### src/rtl/snoop_bus_if.sv
// Snoop bus bundle between the per-core cache requesters and the arbiter.
// slave = arbiter side, master = requester/responder side.
interface snoop_bus_if #(
  parameter int NUM_CORES = 4,
  parameter int ADDR_W    = 32
);
  logic [NUM_CORES-1:0]        Req;
  logic [2*NUM_CORES-1:0]      Req_type;
  logic [ADDR_W*NUM_CORES-1:0] Req_addr;
  logic [NUM_CORES-1:0]        Snoop_shared;
  logic                        Mem_done;
  logic [NUM_CORES-1:0]        Grant;
  logic                        BusRd;
  logic                        BusRdX;
  logic                        Invalidate;
  logic [ADDR_W-1:0]           Address_Com;
  logic                        Shared;
  logic                        Bus_done;
  logic                        Bus_err;

  modport slave (
    input  Req, Req_type, Req_addr,
    input  Snoop_shared, Mem_done,
    output Grant, BusRd, BusRdX, Invalidate,
    output Address_Com, Shared,
    output Bus_done, Bus_err
  );

  modport master (
    output Req, Req_type, Req_addr,
    output Snoop_shared, Mem_done,
    input  Grant, BusRd, BusRdX, Invalidate,
    input  Address_Com, Shared,
    input  Bus_done, Bus_err
  );
endinterface

### src/rtl/snoop_bus_arbiter.sv
// Round-robin snoop bus arbiter: IDLE -> BCAST -> (WAIT) -> DONE.
// Define SNOOP_TIMEOUT_EN to bound WAIT by TIMEOUT_CYCLES (Bus_err).
module snoop_bus_arbiter #(
  parameter int NUM_CORES      = 4,
  parameter int ADDR_W         = 32,
  parameter int TIMEOUT_CYCLES = 64
) (
  input logic        clk,
  input logic        rst_n,
  snoop_bus_if.slave bus
);
  localparam int IW = (NUM_CORES > 1) ? $clog2(NUM_CORES) : 1;
  localparam logic [1:0] T_RD  = 2'b01;
  localparam logic [1:0] T_RDX = 2'b10;
  localparam logic [1:0] T_INV = 2'b11;

  typedef enum logic [1:0] {IDLE, BCAST, WAIT, DONE} state_t;

  state_t               state, state_nx;
  logic [IW-1:0]        ptr, idx, sel;
  logic [1:0]           typ;
  logic [ADDR_W-1:0]    addr;
  logic                 shared_q, err_q;
  logic                 any, timeout;
  logic [NUM_CORES-1:0] elig, own;

  always_comb begin
    for (int i = 0; i < NUM_CORES; i++)
      elig[i] = bus.Req[i] && (bus.Req_type[2*i +: 2] != 2'b00);
  end

  // first eligible core at or after ptr, wrapping
  always_comb begin
    logic [IW:0] pk;
    sel = '0;
    any = 1'b0;
    pk  = '0;
    for (int k = 0; k < NUM_CORES; k++) begin
      pk = {1'b0, ptr} + (IW+1)'(k);
      if (pk >= (IW+1)'(NUM_CORES))
        pk = pk - (IW+1)'(NUM_CORES);
      if (!any && elig[pk[IW-1:0]]) begin
        any = 1'b1;
        sel = pk[IW-1:0];
      end
    end
  end

  assign own = NUM_CORES'(1) << idx;

`ifdef SNOOP_TIMEOUT_EN
  localparam int CW = $clog2(TIMEOUT_CYCLES + 1);
  logic [CW-1:0] wcnt;

  always_ff @(posedge clk or negedge rst_n) begin
    if (!rst_n)
      wcnt <= '0;
    else if (state != WAIT)
      wcnt <= '0;
    else
      wcnt <= wcnt + CW'(1);
  end

  assign timeout = (state == WAIT) &&
                   (wcnt == CW'(TIMEOUT_CYCLES - 1));
`else
  assign timeout = 1'b0;
`endif

  always_comb begin
    state_nx = state;
    unique case (state)
      IDLE:  if (any) state_nx = BCAST;
      BCAST: state_nx = (typ == T_INV) ? DONE : WAIT;
      WAIT:  if (bus.Mem_done || timeout) state_nx = DONE;
      DONE:  state_nx = IDLE;
    endcase
  end

  always_ff @(posedge clk or negedge rst_n) begin
    if (!rst_n) begin
      state    <= IDLE;
      ptr      <= '0;
      idx      <= '0;
      typ      <= 2'b00;
      addr     <= '0;
      shared_q <= 1'b0;
      err_q    <= 1'b0;
    end else begin
      state <= state_nx;
      unique case (state)
        IDLE: if (any) begin
          idx  <= sel;
          typ  <= bus.Req_type[2*sel +: 2];
          addr <= bus.Req_addr[ADDR_W*sel +: ADDR_W];
        end
        BCAST: begin
          shared_q <= |(bus.Snoop_shared & ~own);
          err_q    <= 1'b0;
        end
        // Mem_done beats a coincident timeout
        WAIT: if (!bus.Mem_done && timeout) begin
          err_q    <= 1'b1;
          shared_q <= 1'b0;
        end
        DONE:
          ptr <= (idx == IW'(NUM_CORES - 1)) ? '0 : idx + IW'(1);
      endcase
    end
  end

  always_comb begin
    bus.Grant       = '0;
    bus.Address_Com = '0;
    bus.BusRd       = 1'b0;
    bus.BusRdX      = 1'b0;
    bus.Invalidate  = 1'b0;
    bus.Shared      = 1'b0;
    bus.Bus_done    = 1'b0;
    bus.Bus_err     = 1'b0;
    if (state != IDLE) begin
      bus.Grant       = own;
      bus.Address_Com = addr;
    end
    if (state == BCAST) begin
      bus.BusRd      = (typ == T_RD);
      bus.BusRdX     = (typ == T_RDX);
      bus.Invalidate = (typ == T_INV);
    end
    if (state == DONE) begin
      bus.Bus_done = 1'b1;
      bus.Shared   = shared_q;
      bus.Bus_err  = err_q;
    end
  end
endmodule

### src/flat_wrapper.sv
// flat-port wrapper written by rule: the top's interface ports become plain ports
module snoop_bus_arbiter_flat 
#(
  parameter int NUM_CORES      = 4,
  parameter int ADDR_W         = 32,
  parameter int TIMEOUT_CYCLES = 64
)
  (clk, rst_n, bus_Req, bus_Req_type, bus_Req_addr, bus_Snoop_shared, bus_Mem_done, bus_Grant, bus_BusRd, bus_BusRdX, bus_Invalidate, bus_Address_Com, bus_Shared, bus_Bus_done, bus_Bus_err);
  snoop_bus_if #(.NUM_CORES(NUM_CORES), .ADDR_W(ADDR_W)) bus_i ();
  input logic clk;
  input logic rst_n;
  input wire logic [$bits(bus_i.Req)-1:0] bus_Req;
  input wire logic [$bits(bus_i.Req_type)-1:0] bus_Req_type;
  input wire logic [$bits(bus_i.Req_addr)-1:0] bus_Req_addr;
  input wire logic [$bits(bus_i.Snoop_shared)-1:0] bus_Snoop_shared;
  input wire logic [$bits(bus_i.Mem_done)-1:0] bus_Mem_done;
  output wire logic [$bits(bus_i.Grant)-1:0] bus_Grant;
  output wire logic [$bits(bus_i.BusRd)-1:0] bus_BusRd;
  output wire logic [$bits(bus_i.BusRdX)-1:0] bus_BusRdX;
  output wire logic [$bits(bus_i.Invalidate)-1:0] bus_Invalidate;
  output wire logic [$bits(bus_i.Address_Com)-1:0] bus_Address_Com;
  output wire logic [$bits(bus_i.Shared)-1:0] bus_Shared;
  output wire logic [$bits(bus_i.Bus_done)-1:0] bus_Bus_done;
  output wire logic [$bits(bus_i.Bus_err)-1:0] bus_Bus_err;
  assign bus_i.Req = bus_Req;
  assign bus_i.Req_type = bus_Req_type;
  assign bus_i.Req_addr = bus_Req_addr;
  assign bus_i.Snoop_shared = bus_Snoop_shared;
  assign bus_i.Mem_done = bus_Mem_done;
  assign bus_Grant = bus_i.Grant;
  assign bus_BusRd = bus_i.BusRd;
  assign bus_BusRdX = bus_i.BusRdX;
  assign bus_Invalidate = bus_i.Invalidate;
  assign bus_Address_Com = bus_i.Address_Com;
  assign bus_Shared = bus_i.Shared;
  assign bus_Bus_done = bus_i.Bus_done;
  assign bus_Bus_err = bus_i.Bus_err;
  snoop_bus_arbiter #(.NUM_CORES(NUM_CORES), .ADDR_W(ADDR_W), .TIMEOUT_CYCLES(TIMEOUT_CYCLES)) u_core (.clk(clk), .rst_n(rst_n), .bus(bus_i));
endmodule
### config.mk
export PLATFORM = sky130hd
export DESIGN_NAME = snoop_bus_arbiter_flat
export DESIGN_NICKNAME = d
export VERILOG_FILES = /design/src/rtl/snoop_bus_if.sv /design/src/rtl/snoop_bus_arbiter.sv /design/src/flat_wrapper.sv
export SDC_FILE = /design/constraint.sdc
export NUM_CORES = 1
export LEC_CHECK = 0
export BUFFER_PORTS_ARGS = -buffer_cell sky130_fd_sc_hd__clkbuf_2
export CAP_MARGIN = 20
export CORE_MARGIN = 3
export CORE_UTILIZATION = 50
export DETAILED_ROUTE_END_ITERATION = 12
export PLACE_DENSITY = 0.91
export SETUP_SLACK_MARGIN = 0.2
export SLEW_MARGIN = 30
export SYNTH_ARGS = -nofsm -noshare
export SYNTH_HDL_FRONTEND = slang
export SYNTH_SLANG_ARGS = --single-unit
### constraint.sdc
create_clock -name clk -period 4.35 [get_ports clk]
set_input_delay 0.87 -clock clk [delete_from_list [all_inputs] [get_ports clk]]
set_output_delay 0.87 -clock clk [all_outputs]
set_load 0.02 [all_outputs]
==> run summary <==
Number of global-route vias before repair: 3552
Vias: 3388
Leak Pwr: 2.195 nW
Max cap viols: 0
Initial Util: 53.61%
Synth Cell Area: 3521 um^2
Global-route usage over all layers: 25.21%
Worst r2r path cells: 7
Worst vdd ir: 357.9 uV
Leading area contributor after synthesis: dfrtp_1
Adder-cell area share of the yosys netlist: 2.843%
Worst path arrival time: 2.19 ns
Grt met1 use: 30.49%
Worst setup path class: reg -> out
Cts repair resizes: 0
Die H: 89.92 um
Largest net degree at the start of global routing: 72
Sequential fraction of the synthesis area: 29.14%
Syn nets: 496
# hold bufs at CTS: 0
Status: finished clean
PD cells: 655.5 nW/um^2
Area of the die: 8085 um^2
Ports: 189
Worst Clk Skew: 0.006770 ns
Tmin final: 3.064 ns
Reg clk slew, reported paths: 0.07 ns
Mapped Cells: 341
Most Crowded Layer GR: met2
Crit share post-route: 70.44%
Final Hold Fails: 0
CTS H-Tree Depth: 2
Critical Path Sink: bus_Address_Com[2]
Max Slew Vio Count: 0
DR vias/cell: 5.637
Most used DFF post-synth: dfrtp_1
Mux share of post-synthesis cell area: 10.55%
Avg WL per Cell: 17.17 um
Maximum clock rate: 0.3264 GHz
Initial antenna violation count: 0
Flop-to-flop setup slack: 1.50 ns
Worst Path Max Fanout: 20
Inserted Diodes: 0
WHS Path Cells: 2
Pwr Total: 2.988 mW
Clock buffer depth: 2
Layout overhead on the synthesized area: 29.46%
Dpl hpwl: 7574 um
Sum Neg Setup Slack: 0 ns
Synth area leaders: dfrtp_1, a221oi_2, mux2i_1
Hold Path Class: reg -> reg
Simple-gate area share of the yosys netlist: 18.80%
Global route overflow: 0
Worst relative slew slack: 42.63%
Global-route wire length before repair: 17000 um
Port Buffer Count: 187
Final setup violating endpoints: 0
Yosys cell types: 35
Final wirelength: 10320 um
Async SR Flop Fraction: 100.0%
M3 GR Usage: 4.674%
Top-count cell post-synth: a221oi_2
Crit end category: output pin
Routed Antenna Nets: 0
CTS buffer count: 5
Syn Area/Cell: 10.33 um^2
Worst Path Required: 3.48 ns
Initial drt markers: 165
Slew @ Worst Pin: 0.8605 ns
Post-route DRC: 0
Core area: 6568 um^2
Beginning of the critical path: u_core.state[0]
R2r startpoint: u_core.state[0]
Main combinational cell family by area after synthesis: compound AO/OA/AOI/OAI gates
RSZ-0062 raised after global routing: no
Postcts setup bufs: 0
# rows: 29
RePlAce Congestion: 0.8916
CTS sink count: 41
GR Util met2: 46.49%
Number of flops mapped to enable cells by yosys: 0
Clk root buf: clkbuf_8
YS warnings: 0
XOR/XNOR share of the synthesized area: 0%
Top-area cell type share of the netlist area: 29.14%
Clock latency at the later pin of the worst-skew pair: 0.28 ns
NumNets Final: 663
Width of the chip: 89.92 um
Share of post-route cells with drive strength above 1: 53.35%
RR Endpoint: u_core.addr[18]
#FFs+latches synth: 41
CP Launch Type: flip-flop
Post-synthesis compound-gate area fraction: 31.91%
Synth top cells by count: a221oi_2, dfrtp_1, nor2_1
CTS tree: built
Pre-antenna DRT Iters: 4
[critical path: stages (launching register included)]
cell,delay [ns]
dfrtp_1,0.42
inv_1,0.13
ha_1,0.71
buf_4,0.38
nor2b_1,0.10
clkbuf_2,0.17
[sequential cells by signal, indices dropped and copies added, names as in the netlist]
register	cells
u_core.state	2
u_core.addr	32
u_core.shared_q	1
u_core.typ	2
u_core.idx	2
u_core.ptr	2
[layout make-up]
cell class | instances | area (um^2)
Tap cell | 93 | 116.4
Inverter | 10 | 37.54
Multi-Input combinational cell | 257 | 2308
Sequential cell | 41 | 1026
Clock buffer | 7 | 86.33
Timing Repair Buffer | 193 | 983.4
Fill cell | 493 | 2009
[per-layer routing]
layer | part of all wire, % | wire [um]
met5 | 0 | 0
met4 | 1.0 | 103
met3 | 9.3 | 958
met2 | 51 | 5260
met1 | 39 | 3998
[worst min path at each step]
| stage | startpoint | endpoint | slack, ns |
|---|---|---|---|
| after global placement | u_core.shared_q | u_core.shared_q | 0.50 |
| after global routing | u_core.shared_q | u_core.shared_q | 0.54 |
| after floorplan | u_core.shared_q | u_core.shared_q | 0.48 |
| after CTS | u_core.shared_q | u_core.shared_q | 0.54 |
| after detailed placement | u_core.shared_q | u_core.shared_q | 0.52 |
| final | u_core.shared_q | u_core.shared_q | 0.54 |
[stage by stage]
step / util, % / hold WS [ns] / worst slack (ns) / cell area [um^2] / instances
5_1_grt: 69.40 / 0.5416 / 1.175 / 4558 / 601
6_report: 69.40 / 0.5358 / 1.286 / 4558 / 601
2_1_floorplan: - / 0.4817 / 2.094 / 3521 / 341
3_5_place_dp: 67.99 / 0.5152 / 1.192 / 4466 / 594
4_1_cts: 69.31 / 0.5351 / 1.286 / 4552 / 601
3_3_place_gp: 67.88 / 0.4966 / 1.383 / 4458 / 594
[kinds of logic after synthesis]
group,count (synthesis)
multiplexers,37
buffers and inverters,43
flip-flops,41
AND/OR/NAND/NOR,122
AO/OA/AOI/OAI,89
other,1
adder cells (fa/ha/maj),8
[layout by cell type, fill, tap and decap left out, types with 3 or more instances in the layout]
master,count
a21oi_1,3
mux2i_1,36
ha_1,8
inv_1,10
a221oi_2,60
clkbuf_8,6
a221oi_1,9
dfrtp_1,41
clkbuf_2,186
buf_4,6
and2_1,35
nor2_1,39
o21ai_0,3
nor2b_1,36
nand2_1,3
[power by group]
| group | total [mW] | switching [mW] | internal [mW] |
|---|---|---|---|
| Clock | 0.252 | 0.126 | 0.126 |
| Combinational | 2.05 | 1.27 | 0.772 |
| Sequential | 0.689 | 0.115 | 0.574 |
| Total | 2.99 | 1.52 | 1.47 |
Note: power is estimated with default switching activity, not from simulation.
